===== src/rtl/uart_rx_cfg_if.sv =====
// Bus of uart_rx_cfg: serial line and acknowledge in, received frame and status flags out.
interface uart_rx_cfg_if #(
  parameter int unsigned DATA_BITS = 8
);
  logic                 RX;
  logic                 clr_rdy;
  logic [DATA_BITS-1:0] rx_data;
  logic                 rdy;
  logic                 frm_err;
  logic                 par_err;
  logic                 ovr_err;

  modport master (
    output RX, clr_rdy,
    input  rx_data, rdy, frm_err, par_err, ovr_err
  );

  modport slave (
    input  RX, clr_rdy,
    output rx_data, rdy, frm_err, par_err, ovr_err
  );
endinterface


===== src/rtl/uart_rx_cfg.sv =====
// UART receiver with mid-bit sampling, framing/overrun flags and a consumer acknowledge.
// Optional parity stage and checker are built when UART_RX_PARITY_EN is defined.
module uart_rx_cfg #(
  parameter int unsigned BAUD_DIV   = 868,
  parameter int unsigned DATA_BITS  = 8,
  parameter bit          PARITY_ODD = 1'b0
) (
  input logic          clk,
  input logic          rst_n,
  uart_rx_cfg_if.slave bus
);

  localparam int unsigned CNT_W = 12;
  localparam int unsigned BIT_W = 4;
  localparam logic [CNT_W-1:0] HALF_CNT = CNT_W'(BAUD_DIV / 2);
  localparam logic [CNT_W-1:0] LAST_CNT = CNT_W'(BAUD_DIV - 1);
  localparam logic [BIT_W-1:0] LAST_BIT = BIT_W'(DATA_BITS - 1);

`ifdef UART_RX_PARITY_EN
  typedef enum logic [2:0] {IDLE, START, DATA, PARITY, STOP} state_t;
`else
  typedef enum logic [2:0] {IDLE, START, DATA, STOP} state_t;
`endif

  state_t               state;
  logic [2:0]           sync;
  logic [CNT_W-1:0]     cnt;
  logic [BIT_W-1:0]     bit_cnt;
  logic [DATA_BITS-1:0] shift;
  logic                 par_bad;
  logic                 rx_s;
  logic                 fall;

  // sync[1] is the settled line level, sync[2] its previous value
  assign rx_s = sync[1];
  assign fall = ~sync[1] & sync[2];

`ifndef UART_RX_PARITY_EN
  logic unused_parity_odd;
  assign unused_parity_odd = PARITY_ODD;
  assign par_bad           = 1'b0;
`endif

  always_ff @(posedge clk or negedge rst_n) begin
    if (!rst_n) begin
      sync        <= 3'b111;
      state       <= IDLE;
      cnt         <= '0;
      bit_cnt     <= '0;
      shift       <= '0;
      bus.rx_data <= '0;
      bus.rdy     <= 1'b0;
      bus.frm_err <= 1'b0;
      bus.par_err <= 1'b0;
      bus.ovr_err <= 1'b0;
`ifdef UART_RX_PARITY_EN
      par_bad     <= 1'b0;
`endif
    end else begin
      sync <= {sync[1:0], bus.RX};

      if (bus.clr_rdy) begin
        bus.rdy     <= 1'b0;
        bus.frm_err <= 1'b0;
        bus.par_err <= 1'b0;
        bus.ovr_err <= 1'b0;
      end

      case (state)
        IDLE: begin
          if (fall) begin
            state <= START;
            cnt   <= '0;
          end
        end

        // confirm the start bit half a bit later; a high line here was a glitch
        START: begin
          if (cnt == HALF_CNT) begin
            cnt     <= '0;
            bit_cnt <= '0;
            state   <= rx_s ? IDLE : DATA;
          end else begin
            cnt <= cnt + CNT_W'(1);
          end
        end

        DATA: begin
          if (cnt == LAST_CNT) begin
            cnt     <= '0;
            shift   <= {rx_s, shift[DATA_BITS-1:1]};
            bit_cnt <= bit_cnt + BIT_W'(1);
            if (bit_cnt == LAST_BIT) begin
`ifdef UART_RX_PARITY_EN
              state <= PARITY;
`else
              state <= STOP;
`endif
            end
          end else begin
            cnt <= cnt + CNT_W'(1);
          end
        end

`ifdef UART_RX_PARITY_EN
        PARITY: begin
          if (cnt == LAST_CNT) begin
            cnt     <= '0;
            par_bad <= rx_s ^ (^shift) ^ PARITY_ODD;
            state   <= STOP;
          end else begin
            cnt <= cnt + CNT_W'(1);
          end
        end
`endif

        // deliver on an empty slot or a same-cycle acknowledge, otherwise flag overrun
        STOP: begin
          if (cnt == LAST_CNT) begin
            cnt   <= '0;
            state <= IDLE;
            if (!bus.rdy || bus.clr_rdy) begin
              bus.rx_data <= shift;
              bus.rdy     <= 1'b1;
              bus.frm_err <= ~rx_s;
              bus.par_err <= par_bad;
              bus.ovr_err <= 1'b0;
            end else begin
              bus.ovr_err <= 1'b1;
            end
          end else begin
            cnt <= cnt + CNT_W'(1);
          end
        end

        default: state <= IDLE;
      endcase
    end
  end

endmodule


===== src/flat_wrapper.sv =====
// flat-port wrapper written by rule: the top's interface ports become plain ports
module uart_rx_cfg_flat 
#(
  parameter int unsigned BAUD_DIV   = 868,
  parameter int unsigned DATA_BITS  = 8,
  parameter bit          PARITY_ODD = 1'b0
)
  (clk, rst_n, bus_RX, bus_clr_rdy, bus_rx_data, bus_rdy, bus_frm_err, bus_par_err, bus_ovr_err);
  uart_rx_cfg_if #(.DATA_BITS(DATA_BITS)) bus_i ();
  input logic clk;
  input logic rst_n;
  input wire logic [$bits(bus_i.RX)-1:0] bus_RX;
  input wire logic [$bits(bus_i.clr_rdy)-1:0] bus_clr_rdy;
  output wire logic [$bits(bus_i.rx_data)-1:0] bus_rx_data;
  output wire logic [$bits(bus_i.rdy)-1:0] bus_rdy;
  output wire logic [$bits(bus_i.frm_err)-1:0] bus_frm_err;
  output wire logic [$bits(bus_i.par_err)-1:0] bus_par_err;
  output wire logic [$bits(bus_i.ovr_err)-1:0] bus_ovr_err;
  assign bus_i.RX = bus_RX;
  assign bus_i.clr_rdy = bus_clr_rdy;
  assign bus_rx_data = bus_i.rx_data;
  assign bus_rdy = bus_i.rdy;
  assign bus_frm_err = bus_i.frm_err;
  assign bus_par_err = bus_i.par_err;
  assign bus_ovr_err = bus_i.ovr_err;
  uart_rx_cfg #(.BAUD_DIV(BAUD_DIV), .DATA_BITS(DATA_BITS), .PARITY_ODD(PARITY_ODD)) u_core (.clk(clk), .rst_n(rst_n), .bus(bus_i));
endmodule

===== config.mk =====
export PLATFORM = sky130hd
export DESIGN_NAME = uart_rx_cfg_flat
export DESIGN_NICKNAME = d
export VERILOG_FILES = /design/src/rtl/uart_rx_cfg_if.sv /design/src/rtl/uart_rx_cfg.sv /design/src/flat_wrapper.sv
export SDC_FILE = /design/constraint.sdc
export NUM_CORES = 1
export LEC_CHECK = 0
export ABC_CLOCK_PERIOD_IN_PS = 5850
export BUFFER_PORTS_ARGS = -buffer_cell sky130_fd_sc_hd__buf_2
export CAP_MARGIN = 10
export CORE_UTILIZATION = 28
export CTS_BUF_LIST = sky130_fd_sc_hd__clkbuf_8
export CTS_CLUSTER_DIAMETER = 80
export DETAILED_ROUTE_END_ITERATION = 7
export MAX_ROUTING_LAYER = met4
export PLACE_DENSITY = 0.47
export SYNTH_ARGS = -nofsm -noshare
export SYNTH_HDL_FRONTEND = slang
export SYNTH_SLANG_ARGS = --single-unit

===== constraint.sdc =====
create_clock -name clk -period 5.85 [get_ports clk]
set_input_delay 0.585 -clock clk [delete_from_list [all_inputs] [get_ports clk]]
set_output_delay 0.585 -clock clk [all_outputs]
set_load 0.1 [all_outputs]

==> qor.csv <==
metric,value,unit
drc violations,0,
grt ovf,0,
met2 WL,1820,µm
CTS tree,yes,
row count,30,
# H-tree levels,2,
Yosys cell types,41,
global-route wire length before repair,6820,µm
fillcell total,705,
Synth Instances,178,
Register Area,1030,µm²
# resized after CTS,0,
Slowest cell on crit path,or4b_4,
routability congestion estimate from global placement,0.782,
Avg Inst Size Synth,11.3,µm²
worst rel slew slack,39.0,%
"top cells by area, synth","dfrtp_1 (47%), mux2_2 (9.6%), ha_1 (5.6%)",
mapped cell area,2000,µm²
I/O pin cnt,16,
buffers added on ports,15,
element type at the critical path start,flip-flop,
Worst Setup EP,u_core.bus.rx_data[1],
clk_skew,8.65,ps
worst-path fanout max,11,
DR vias/cell,4.81,
Die Ht,86.6,µm
1st-iter DRT viols,112,
Core Region,6870,µm²
crit end category,flip-flop,
Worst Hold Class,flip-flop to flip-flop,
Peak VDD IR,0.123,mV
Highest Clock Rate,0.408,GHz
part of the Yosys area used for sequential elements,51.4,%
Sw Pwr,271,µW
Clock Latency Late Sink,290,ps
Post-DRT Antenna Nets,0,
root buffer cell,clkbuf_8,
worst reg-to-reg path cell count,4,
CP cell instances,or4b_4 -> nor4_4 -> nand3_1 -> mux2_2,
vias after detailed routing,1413,
hold_buf cts,0,
"commonest non-fill, non-tap cell in the layout",dfrtp_1,
slack of the worst reg-to-reg path,3400,ps
pwr dens,337,nW/µm²
Die Width,86.6,µm
Max Slew Vio Count,0,
post-synth top area share,47.5,%
setup_tns,0,ps
Clk pwr share,29.7,%
P_int,503,µW
Final Critical Period,2450,ps
Die Area,7500,µm²
flop and latch count out of synthesis,41,
Post-synth EDFFs,0,
RSZ-0062 raised after global routing,no,
setup violators final,0,
Final Cycle Share,41.9,%
CTS Sinks,41,
Area Overhead vs Synth,14.7,%
total global-route track usage,12.2,%
Critical Path RT,6030,ps
total length of routed wires,3950,µm
Syn. warnings,0,
multi-input logic area,931,µm²
Hold Slack,359,ps
P_leak,0.00107,µW
max cap viols,0,
top sig layer,met4,
top_reg_cell synth,dfrtp_1,
clock buffer count from CTS,5,
HPWL after detailed placement,2720,µm
Post CTS Setup Buffer Count,0,
CP Data Arrival Time,2630,ps
post-synth top area cell,dfrtp_1,
sequential share of power,41.7,%
Setup crit start,u_core.cnt[2],
Slew @ Worst Pin,916,ps
clk slew on worst S/H paths,80,ps
vias in the first global route,1425,
status,completed,
met1 WL,2000,µm
Crit Path Class,flip-flop to flip-flop,
Post-synth ARST share,100,%
most frequent cells in the layout,"dfrtp_1 (38), nand2_1 (19), mux2_2 (17), buf_2 (15), nand3_1 (12)",
met3 routed WL,93,µm
Detailed Routing Iterations Pass 1,4,
worst reg2reg endpoint,u_core.bus.rx_data[1],
Gate power share,28.6,%
share of cells above drive strength 1,23.7,%
Antenna Cells,0,
"Hold Vio Cnt, Final",0,
Avg WL per Cell,13.4,µm
worst r2r src,u_core.cnt[2],
fin nets,210,
sw frac,35.1,%
initial antenna violation count,0,
syn_nets,191,
largest net degree at the start of global routing,42,
starting density of the core,29.2,%
CP peak stage delay,600,ps
Clock Path Buffers,2,
worst min-delay path by stage:
| stage | startpoint | end | slack, ps | cells after the start |
|---|---|---|---|---|
| after detailed placement | u_core.sync[0] | u_core.sync[1] | 350 | 0 |
| after CTS | u_core.sync[0] | u_core.sync[1] | 360 | 0 |
| after global placement | u_core.sync[0] | u_core.sync[1] | 350 | 0 |
| final | u_core.sync[0] | u_core.sync[1] | 360 | 0 |
| after global routing | u_core.sync[0] | u_core.sync[1] | 370 | 0 |
| after floorplan | rst_n | u_core.bit_cnt[0] | 290 | 0 |
metal layers:
metal,vias up,global-route usage [%]
met1,698,15.8
met3,2,2.86
li1,694,-
met5,-,-
met4,0,4.55
met2,19,18.6
flip-flops by register name (all words and copies together) (netlist names), 2 cells and up:
name,cells
u_core.shift,8
u_core.sync,3
u_core.cnt,12
u_core.state,2
u_core.bit_cnt,4
u_core.bus.rx_data,8
through the flow:
| stage | instances | worst slack, ps | instance area [µm²] | util (%) | total power (µW) |
|---|---|---|---|---|---|
| global route | 294 | 3220 | 2300 | 33.4 | 830 |
| floorplan | 178 | 3670 | 2000 | - | 492 |
| CTS | 294 | 3400 | 2300 | 33.4 | 788 |
| detailed placement | 286 | 3400 | 2190 | 31.8 | 550 |
| global placement | 286 | 3410 | 2190 | 31.8 | 552 |
| finish | 294 | 3400 | 2300 | 33.4 | 774 |
Yosys cell counts (2+ instances only):
master and instances:
a21oi_1 4, a22o_1 5, and4_1 2, clkbuf_1 2, dfrtp_1 38, dfstp_2 3
ha_1 9, inv_1 8, mux2_2 17, mux2i_1 2, nand2_1 19, nand2b_1 3
nand3_1 12, nor2_1 11, nor2b_1 2, nor3_1 3, o21ai_0 7, o21ai_1 2
o2bb2ai_1 2, o311ai_1 2, o31ai_1 3, o41ai_1 2, or4_4 2
worst max-delay path, delay by kind of cell (launching register included):
kind,cells,cell delay (ps)
and+or+nand+nor,3,1490
DFF,1,440
muxes,1,410
cell families (layout without fill, tap and decap cells):
family	after synthesis	after routing	synth area share, %
AND/OR/NAND/NOR	64	64	17.8
flip-flops	41	41	51.4
AO/OA/AOI/OAI	34	34	12.5
multiplexers	19	19	10.6
buffers and inverters	11	31	2.12
adder cells (fa/ha/maj)	9	9	5.62
power by group through the flow:
stage	Sequential, µW	Clock [µW]	Combinational, µW
2_1_floorplan	323	0	169
3_3_place_gp	327	0	224
3_5_place_dp	328	0	222
4_1_cts	322	242	224
5_1_grt	327	250	254
6_report	323	230	222
cell type report:
type                            count  area share [%]
Clock buffer                        5            3.00
Clock inverter                      3            1.85
Inverter                            8            1.31
Multi-Input combinational cell    126            40.5
Sequential cell                    41            44.8
Tap cell                           96            5.23
Timing Repair Buffer               15            3.27
Power figures use the tool's default switching activity.
